===== config.mk =====
export PLATFORM = sky130hd
export DESIGN_NAME = speed_loop_ctrl_flat
export DESIGN_NICKNAME = d
export VERILOG_FILES = /design/src/rtl/motor_ctrl_pkg.sv /design/src/rtl/speed_loop_ctrl_if.sv /design/src/rtl/ctrl_step_calc.sv /design/src/rtl/speed_loop_ctrl.sv /design/src/flat_wrapper.sv
export SDC_FILE = /design/constraint.sdc
export NUM_CORES = 1
export LEC_CHECK = 0
export ABC_AREA = 0
export BUFFER_PORTS_ARGS = -buffer_cell sky130_fd_sc_hd__buf_4
export CAP_MARGIN = 20
export CORE_MARGIN = 1
export CORE_UTILIZATION = 35
export DETAILED_ROUTE_END_ITERATION = 12
export MAX_ROUTING_LAYER = met4
export SYNTH_ARGS = -nofsm -noshare
export SYNTH_HDL_FRONTEND = slang
export SYNTH_SLANG_ARGS = --single-unit

===== constraint.sdc =====
create_clock -name clk -period 17.5 [get_ports clk]
set_clock_uncertainty 0.1 [all_clocks]
set_input_delay 3.5 -clock clk [delete_from_list [all_inputs] [get_ports clk]]
set_output_delay 3.5 -clock clk [all_outputs]
set_load 0.05 [all_outputs]

===== src/rtl/motor_ctrl_pkg.sv =====
// Shared motor-control definitions: controller state encoding and default loop constants.
package motor_ctrl_pkg;

    typedef enum logic [2:0] {
        StIdle,
        StWait,
        StCompute,
        StApply,
        StFault
    } ctrl_state_t;

    localparam int unsigned DefStepShift   = 4;
    localparam int unsigned DefMaxStep     = 64;
    localparam int unsigned DefStallCycles = 2_000_000;

endpackage


===== src/rtl/speed_loop_ctrl_if.sv =====
// Control/status bundle between the register block / frequency counter and the speed loop.
interface speed_loop_ctrl_if #(
    parameter int unsigned DATA_WIDTH = 32
);
    logic                  enable;
    logic [DATA_WIDTH-1:0] target_speed;
    logic [DATA_WIDTH-1:0] period;
    logic [DATA_WIDTH-1:0] speed;
    logic                  speed_valid;
    logic [DATA_WIDTH-1:0] duty;
    logic                  duty_update;
    logic                  fault;
    logic                  busy;

    modport master (
        output enable, target_speed, period, speed, speed_valid,
        input  duty, duty_update, fault, busy
    );

    modport slave (
        input  enable, target_speed, period, speed, speed_valid,
        output duty, duty_update, fault, busy
    );
endinterface


===== src/rtl/ctrl_step_calc.sv =====
// Combinational duty step: shift error, saturate to +/-MAX_STEP, force a minimum step of one
// for small non-zero errors, then add to duty and clamp the result to [0, period].
module ctrl_step_calc #(
    parameter int unsigned DATA_WIDTH = 32,
    parameter int unsigned STEP_SHIFT = 4,
    parameter int unsigned MAX_STEP   = 64
) (
    input  logic signed [DATA_WIDTH:0]   error_i,
    input  logic        [DATA_WIDTH-1:0] duty_i,
    input  logic        [DATA_WIDTH-1:0] period_i,
    output logic        [DATA_WIDTH-1:0] new_duty_o
);
    localparam logic signed [DATA_WIDTH:0] MaxPos = signed'((DATA_WIDTH + 1)'(MAX_STEP));
    localparam logic signed [DATA_WIDTH:0] MaxNeg = -MaxPos;
    localparam logic signed [DATA_WIDTH:0] One    = signed'((DATA_WIDTH + 1)'(1));
    localparam logic signed [DATA_WIDTH:0] NegOne = -One;

    logic signed [DATA_WIDTH:0]   raw;
    logic signed [DATA_WIDTH:0]   step;
    logic signed [DATA_WIDTH+1:0] sum;

    assign raw = error_i >>> STEP_SHIFT;

    always_comb begin
        step = raw;
        if (raw > MaxPos) begin
            step = MaxPos;
        end else if (raw < MaxNeg) begin
            step = MaxNeg;
        end
        // Small errors would otherwise never move the duty.
        if ((error_i != '0) && (raw == '0)) begin
            step = error_i[DATA_WIDTH] ? NegOne : One;
        end
    end

    assign sum = signed'({2'b00, duty_i}) + signed'({step[DATA_WIDTH], step});

    always_comb begin
        new_duty_o = sum[DATA_WIDTH-1:0];
        if (sum < 0) begin
            new_duty_o = '0;
        end else if (sum > signed'({2'b00, period_i})) begin
            new_duty_o = period_i;
        end
    end
endmodule


===== src/rtl/speed_loop_ctrl.sv =====
// Closed-loop speed controller driving the PWM duty word.
// Define SPEED_LOOP_STALL_DET_EN to build the stall detector (FAULT state, fault output).
module speed_loop_ctrl
    import motor_ctrl_pkg::*;
#(
    parameter int unsigned DATA_WIDTH   = 32,
    parameter int unsigned STEP_SHIFT   = DefStepShift,
    parameter int unsigned MAX_STEP     = DefMaxStep,
    parameter int unsigned STALL_CYCLES = DefStallCycles
) (
    input  logic              clk,
    input  logic              rst,
    speed_loop_ctrl_if.slave  ctrl_io
);
    ctrl_state_t state_q, state_d;

    logic [DATA_WIDTH-1:0] duty_q, duty_d;
    logic [DATA_WIDTH-1:0] speed_q, speed_d;
    logic [DATA_WIDTH-1:0] target_q, target_d;
    logic                  upd_q, upd_d;
    logic                  fault_q, fault_d;
    logic                  busy_q, busy_d;

    logic signed [DATA_WIDTH:0] error;
    logic [DATA_WIDTH-1:0]      new_duty;
    logic [DATA_WIDTH-1:0]      duty_clamped;

`ifdef SPEED_LOOP_STALL_DET_EN
    localparam int unsigned CntW = $clog2(STALL_CYCLES + 1);
    logic [CntW-1:0] stall_q, stall_d;
`else
    logic unused_stall_cfg;
    assign unused_stall_cfg = ^STALL_CYCLES;
`endif

    assign error = signed'({1'b0, target_q}) - signed'({1'b0, speed_q});

    ctrl_step_calc #(
        .DATA_WIDTH (DATA_WIDTH),
        .STEP_SHIFT (STEP_SHIFT),
        .MAX_STEP   (MAX_STEP)
    ) u_step_calc (
        .error_i    (error),
        .duty_i     (duty_q),
        .period_i   (ctrl_io.period),
        .new_duty_o (new_duty)
    );

    // Period may shrink under a running duty; pull duty down silently.
    assign duty_clamped = (duty_q > ctrl_io.period) ? ctrl_io.period : duty_q;

    always_comb begin
        state_d  = state_q;
        duty_d   = duty_q;
        speed_d  = speed_q;
        target_d = target_q;
        upd_d    = 1'b0;
        fault_d  = fault_q;
`ifdef SPEED_LOOP_STALL_DET_EN
        stall_d  = stall_q;
`endif
        if (!ctrl_io.enable) begin
            state_d = StIdle;
            duty_d  = '0;
            fault_d = 1'b0;
`ifdef SPEED_LOOP_STALL_DET_EN
            stall_d = '0;
`endif
        end else begin
            unique case (state_q)
                StIdle: begin
                    duty_d  = '0;
                    state_d = StWait;
                end
                StWait: begin
                    if (ctrl_io.speed_valid) begin
                        speed_d  = ctrl_io.speed;
                        target_d = ctrl_io.target_speed;
                        duty_d   = duty_clamped;
                        state_d  = StCompute;
`ifdef SPEED_LOOP_STALL_DET_EN
                        stall_d  = '0;
                    end else if (stall_q == CntW'(STALL_CYCLES)) begin
                        state_d = StFault;
                        duty_d  = '0;
                        fault_d = 1'b1;
                        stall_d = '0;
                    end else begin
                        duty_d = duty_clamped;
                        if (duty_q != '0) begin
                            stall_d = stall_q + CntW'(1);
                        end
`else
                    end else begin
                        duty_d = duty_clamped;
`endif
                    end
                end
                StCompute: begin
                    duty_d  = new_duty;
                    upd_d   = (new_duty != duty_q);
                    state_d = StApply;
                end
                StApply: begin
                    duty_d  = duty_clamped;
                    state_d = StWait;
                end
                StFault: begin
                    duty_d = '0;
                end
                default: begin
                    duty_d  = '0;
                    state_d = StIdle;
                end
            endcase
        end
        busy_d = (state_d == StCompute) || (state_d == StApply);
    end

    always_ff @(posedge clk) begin
        if (rst) begin
            state_q  <= StIdle;
            duty_q   <= '0;
            speed_q  <= '0;
            target_q <= '0;
            upd_q    <= 1'b0;
            fault_q  <= 1'b0;
            busy_q   <= 1'b0;
`ifdef SPEED_LOOP_STALL_DET_EN
            stall_q  <= '0;
`endif
        end else begin
            state_q  <= state_d;
            duty_q   <= duty_d;
            speed_q  <= speed_d;
            target_q <= target_d;
            upd_q    <= upd_d;
            fault_q  <= fault_d;
            busy_q   <= busy_d;
`ifdef SPEED_LOOP_STALL_DET_EN
            stall_q  <= stall_d;
`endif
        end
    end

    assign ctrl_io.duty        = duty_q;
    assign ctrl_io.duty_update = upd_q;
    assign ctrl_io.fault       = fault_q;
    assign ctrl_io.busy        = busy_q;
endmodule


===== src/flat_wrapper.sv =====
// flat-port wrapper written by rule: the top's interface ports become plain ports
module speed_loop_ctrl_flat import motor_ctrl_pkg::*;
#(
    parameter int unsigned DATA_WIDTH   = 32,
    parameter int unsigned STEP_SHIFT   = DefStepShift,
    parameter int unsigned MAX_STEP     = DefMaxStep,
    parameter int unsigned STALL_CYCLES = DefStallCycles
)
  (clk, rst, ctrl_io_enable, ctrl_io_target_speed, ctrl_io_period, ctrl_io_speed, ctrl_io_speed_valid, ctrl_io_duty, ctrl_io_duty_update, ctrl_io_fault, ctrl_io_busy);
  speed_loop_ctrl_if #(.DATA_WIDTH(DATA_WIDTH)) ctrl_io_i ();
  input  logic clk;
  input  logic rst;
  input wire logic [$bits(ctrl_io_i.enable)-1:0] ctrl_io_enable;
  input wire logic [$bits(ctrl_io_i.target_speed)-1:0] ctrl_io_target_speed;
  input wire logic [$bits(ctrl_io_i.period)-1:0] ctrl_io_period;
  input wire logic [$bits(ctrl_io_i.speed)-1:0] ctrl_io_speed;
  input wire logic [$bits(ctrl_io_i.speed_valid)-1:0] ctrl_io_speed_valid;
  output wire logic [$bits(ctrl_io_i.duty)-1:0] ctrl_io_duty;
  output wire logic [$bits(ctrl_io_i.duty_update)-1:0] ctrl_io_duty_update;
  output wire logic [$bits(ctrl_io_i.fault)-1:0] ctrl_io_fault;
  output wire logic [$bits(ctrl_io_i.busy)-1:0] ctrl_io_busy;
  assign ctrl_io_i.enable = ctrl_io_enable;
  assign ctrl_io_i.target_speed = ctrl_io_target_speed;
  assign ctrl_io_i.period = ctrl_io_period;
  assign ctrl_io_i.speed = ctrl_io_speed;
  assign ctrl_io_i.speed_valid = ctrl_io_speed_valid;
  assign ctrl_io_duty = ctrl_io_i.duty;
  assign ctrl_io_duty_update = ctrl_io_i.duty_update;
  assign ctrl_io_fault = ctrl_io_i.fault;
  assign ctrl_io_busy = ctrl_io_i.busy;
  speed_loop_ctrl #(.DATA_WIDTH(DATA_WIDTH), .STEP_SHIFT(STEP_SHIFT), .MAX_STEP(MAX_STEP), .STALL_CYCLES(STALL_CYCLES)) u_core (.clk(clk), .rst(rst), .ctrl_io(ctrl_io_i));
endmodule

==> results.toml <==
[placed_design]
place_hpwl_um = 25860
port_buffers = 133
place_congestion = 0.9526
dp.cells = 1798
pre_cts_slack_ns = 6.689

[yosys]
ys.flop_type = "dfxtp_1"
synth_nets = 1586
ys_types = 73
ys_ff_latch = 101
synth_cells = 1353
synth_edf_count = 0
synth_area_per_cell_um2 = 7.430
synthTopCellsByCount = "179 x nand2_1, 168 x a21oi_1, 131 x ha_1"
synth_top_cells_by_area = "dfxtp_1 20%, ha_1 16%, a21oi_1 8.4%"
synth_top_area_share = 0.2011
yosysWarnings = 0
yosysMostFrequentCell = "nand2_1"
async_reset_ff_frac = 0
synth_largest_area_cell = "dfxtp_1"
ys_seq_area_frac = 0.2011
netlist_area_um2 = 10050

[global_route]
gr-total-overflow = 0
use_met3 = 0.02485
grt_pass1_vias = 9463
grt_pass1_wl_um = 50820
grt_antenna_before_repair = 0
met1_usage = 0.3034
grt_max_degree = 66
grt.met2_usage = 0.3601
grt.total_usage = 0.2267
globalRoute.busiestLayer = "met2"

[detailed_routing]
drtIter0Drc = 739
routed_wl_um = 32480
routedWlPerCell_um = 17.89
dr.pass1.iters = 6
via_per_inst = 5.587
via_count = 10150
antenna_left = 0
drc = 0

[critical_path]
critPathMaxStageDelay_ns = 0.58
cp.required_ns = 17.62
critPathMostFrequentCell = "a21oi_1"
path_max_fanout = 24
critPathCaptureType = "flop"
crit_type = "flop to flop"
cp_data_arrival_time_ns = 10.82
slowest_stage = "nor2_1"
worst_setup_path_start_kind = "flop"

[floorplan]
io_pins = 135
rows = 61
die_area_um2 = 29410
die_h_um = 171.5
die_x_um = 171.5
core_um2 = 28010
start_util = 0.3589

[sta]
slew_viol_final = 0
finalHoldViolCount = 0
tightestPinTransition_ns = 1.093
period_share = 0.6118
fin_hold_ws_ns = 0.3578
slew_headroom = 0.2715
setup_viol = 0
timing.fmax_ghz = 0.09340
final.setup.tns_ns = 0
setup_ws_ns = 6.794
min_period_ns = 10.71
grt_setup_unrepaired = "no"

[power_and_ir_drop]
power.total_w = 0.001202
p_leak_nw = 5.088
vdd_drop_max_mv = 0.06562
p_per_area_nw_per_um2 = 103.8

[clock_tree]
clockBufferDepth = 2
clock_latency_ns = 0.37
cts_buffers = 9
hold_buffers = 0
root_buffer = "clkbuf_16"
cts_sinks = 101
cts_setup_buffers = 0
cts_tree = "yes"
clk_pin_slew_ns = 0.09
cts-resized-gates = 0
htreeDepth = 3

[outcome]
status = "complete, no violations"

[layout]
nNetsFinal = 1666
area_growth_pct = 15.21
diodes = 0
drive_gt1_frac = 0.1293
n_fill_cell = 2987
fin_cells = 1816

[hold_path]
min_path_type = "flop to flop"

[run]
maxCapViolations = 0
## layer usage
layer	vias to the layer above	share of wire
li1	5053	-
met1	4705	0.47
met2	342	0.45
met3	46	0.055
met4	0	0.022
met5	-	0
## cell type report
cell class,instances,area [um2],area share
Timing Repair Buffer,140,1067,0.09215
Sequential cell,101,2022,0.1746
Clock buffer,10,239.0,0.02063
Clock inverter,6,65.06,0.005617
Inverter,89,334.1,0.02884
Multi-Input combinational cell,1092,7382,0.6374
Tap cell,378,473.0,0.04083
## sequential cells by signal (all words and copies together), names as in the netlist
register                    count
u_core.ctrl_io.duty            32
u_core.target_q                32
u_core.ctrl_io.duty_update      1
u_core.ctrl_io.busy             1
u_core.state_q                  3
u_core.speed_q                 32
## path summary, 6_finish.rpt
kind | from | to | slack [ns] | cells past startpoint
max | u_core.speed_q[15] | u_core.ctrl_io.duty_update | 6.79 | 40
min | u_core.speed_q[4] | u_core.speed_q[4] | 0.36 | 2
max reg2reg | u_core.speed_q[15] | u_core.ctrl_io.duty_update | 6.79 | 40
min reg2reg | u_core.speed_q[4] | u_core.speed_q[4] | 0.36 | 2
## report_power, final
group          switching [W]  internal [W]  total [W]
logic               0.000445      0.000294   0.000739
registers         0.00000901      0.000236   0.000245
clock network       0.000113      0.000105   0.000219
## layout by cell type (no fill, tap or decap), types with 44 or more instances in the layout
| master | count |
|---|---|
| nand2_1 | 178 |
| a21oi_1 | 168 |
| buf_4 | 138 |
| ha_1 | 131 |
| dfxtp_1 | 101 |
| nor2_1 | 91 |
| inv_1 | 89 |
| xnor2_1 | 52 |
| a211oi_1 | 48 |
| o21ai_0 | 47 |
| a22oi_1 | 44 |
## logic make-up after synthesis
logic type                 count (synthesis)  synth area share
xor gates and xnor gates                  90           0.07990
buffers and inverters                    160           0.06559
other                                      1         0.0003730
muxes                                      1         0.0009957
and+or+nand+nor                          414            0.1894
adders and majority gates                133            0.1670
DFF                                      101            0.2011
AOI/OAI and AO/OA                        453            0.2956
## critical path: cells and delay by family (launching register included)
family | cells | cell delay (ns)
AO/OA/AOI/OAI | 25 | 5.68
AND/OR/NAND/NOR | 6 | 1.85
adder cells (fa/ha/maj) | 4 | 1.49
flip-flops | 1 | 0.33
XOR/XNOR | 2 | 0.52
buffers and inverters | 3 | 0.58
## metrics by stage
stage / util / instance area [um2]
finish: 0.4135 / 11580
global route: 0.4135 / 11580
CTS: 0.4124 / 11550
detailed placement: 0.4015 / 11250
global placement: 0.4015 / 11250
floorplan: - / 10050
(Power assumes the default switching activity.)
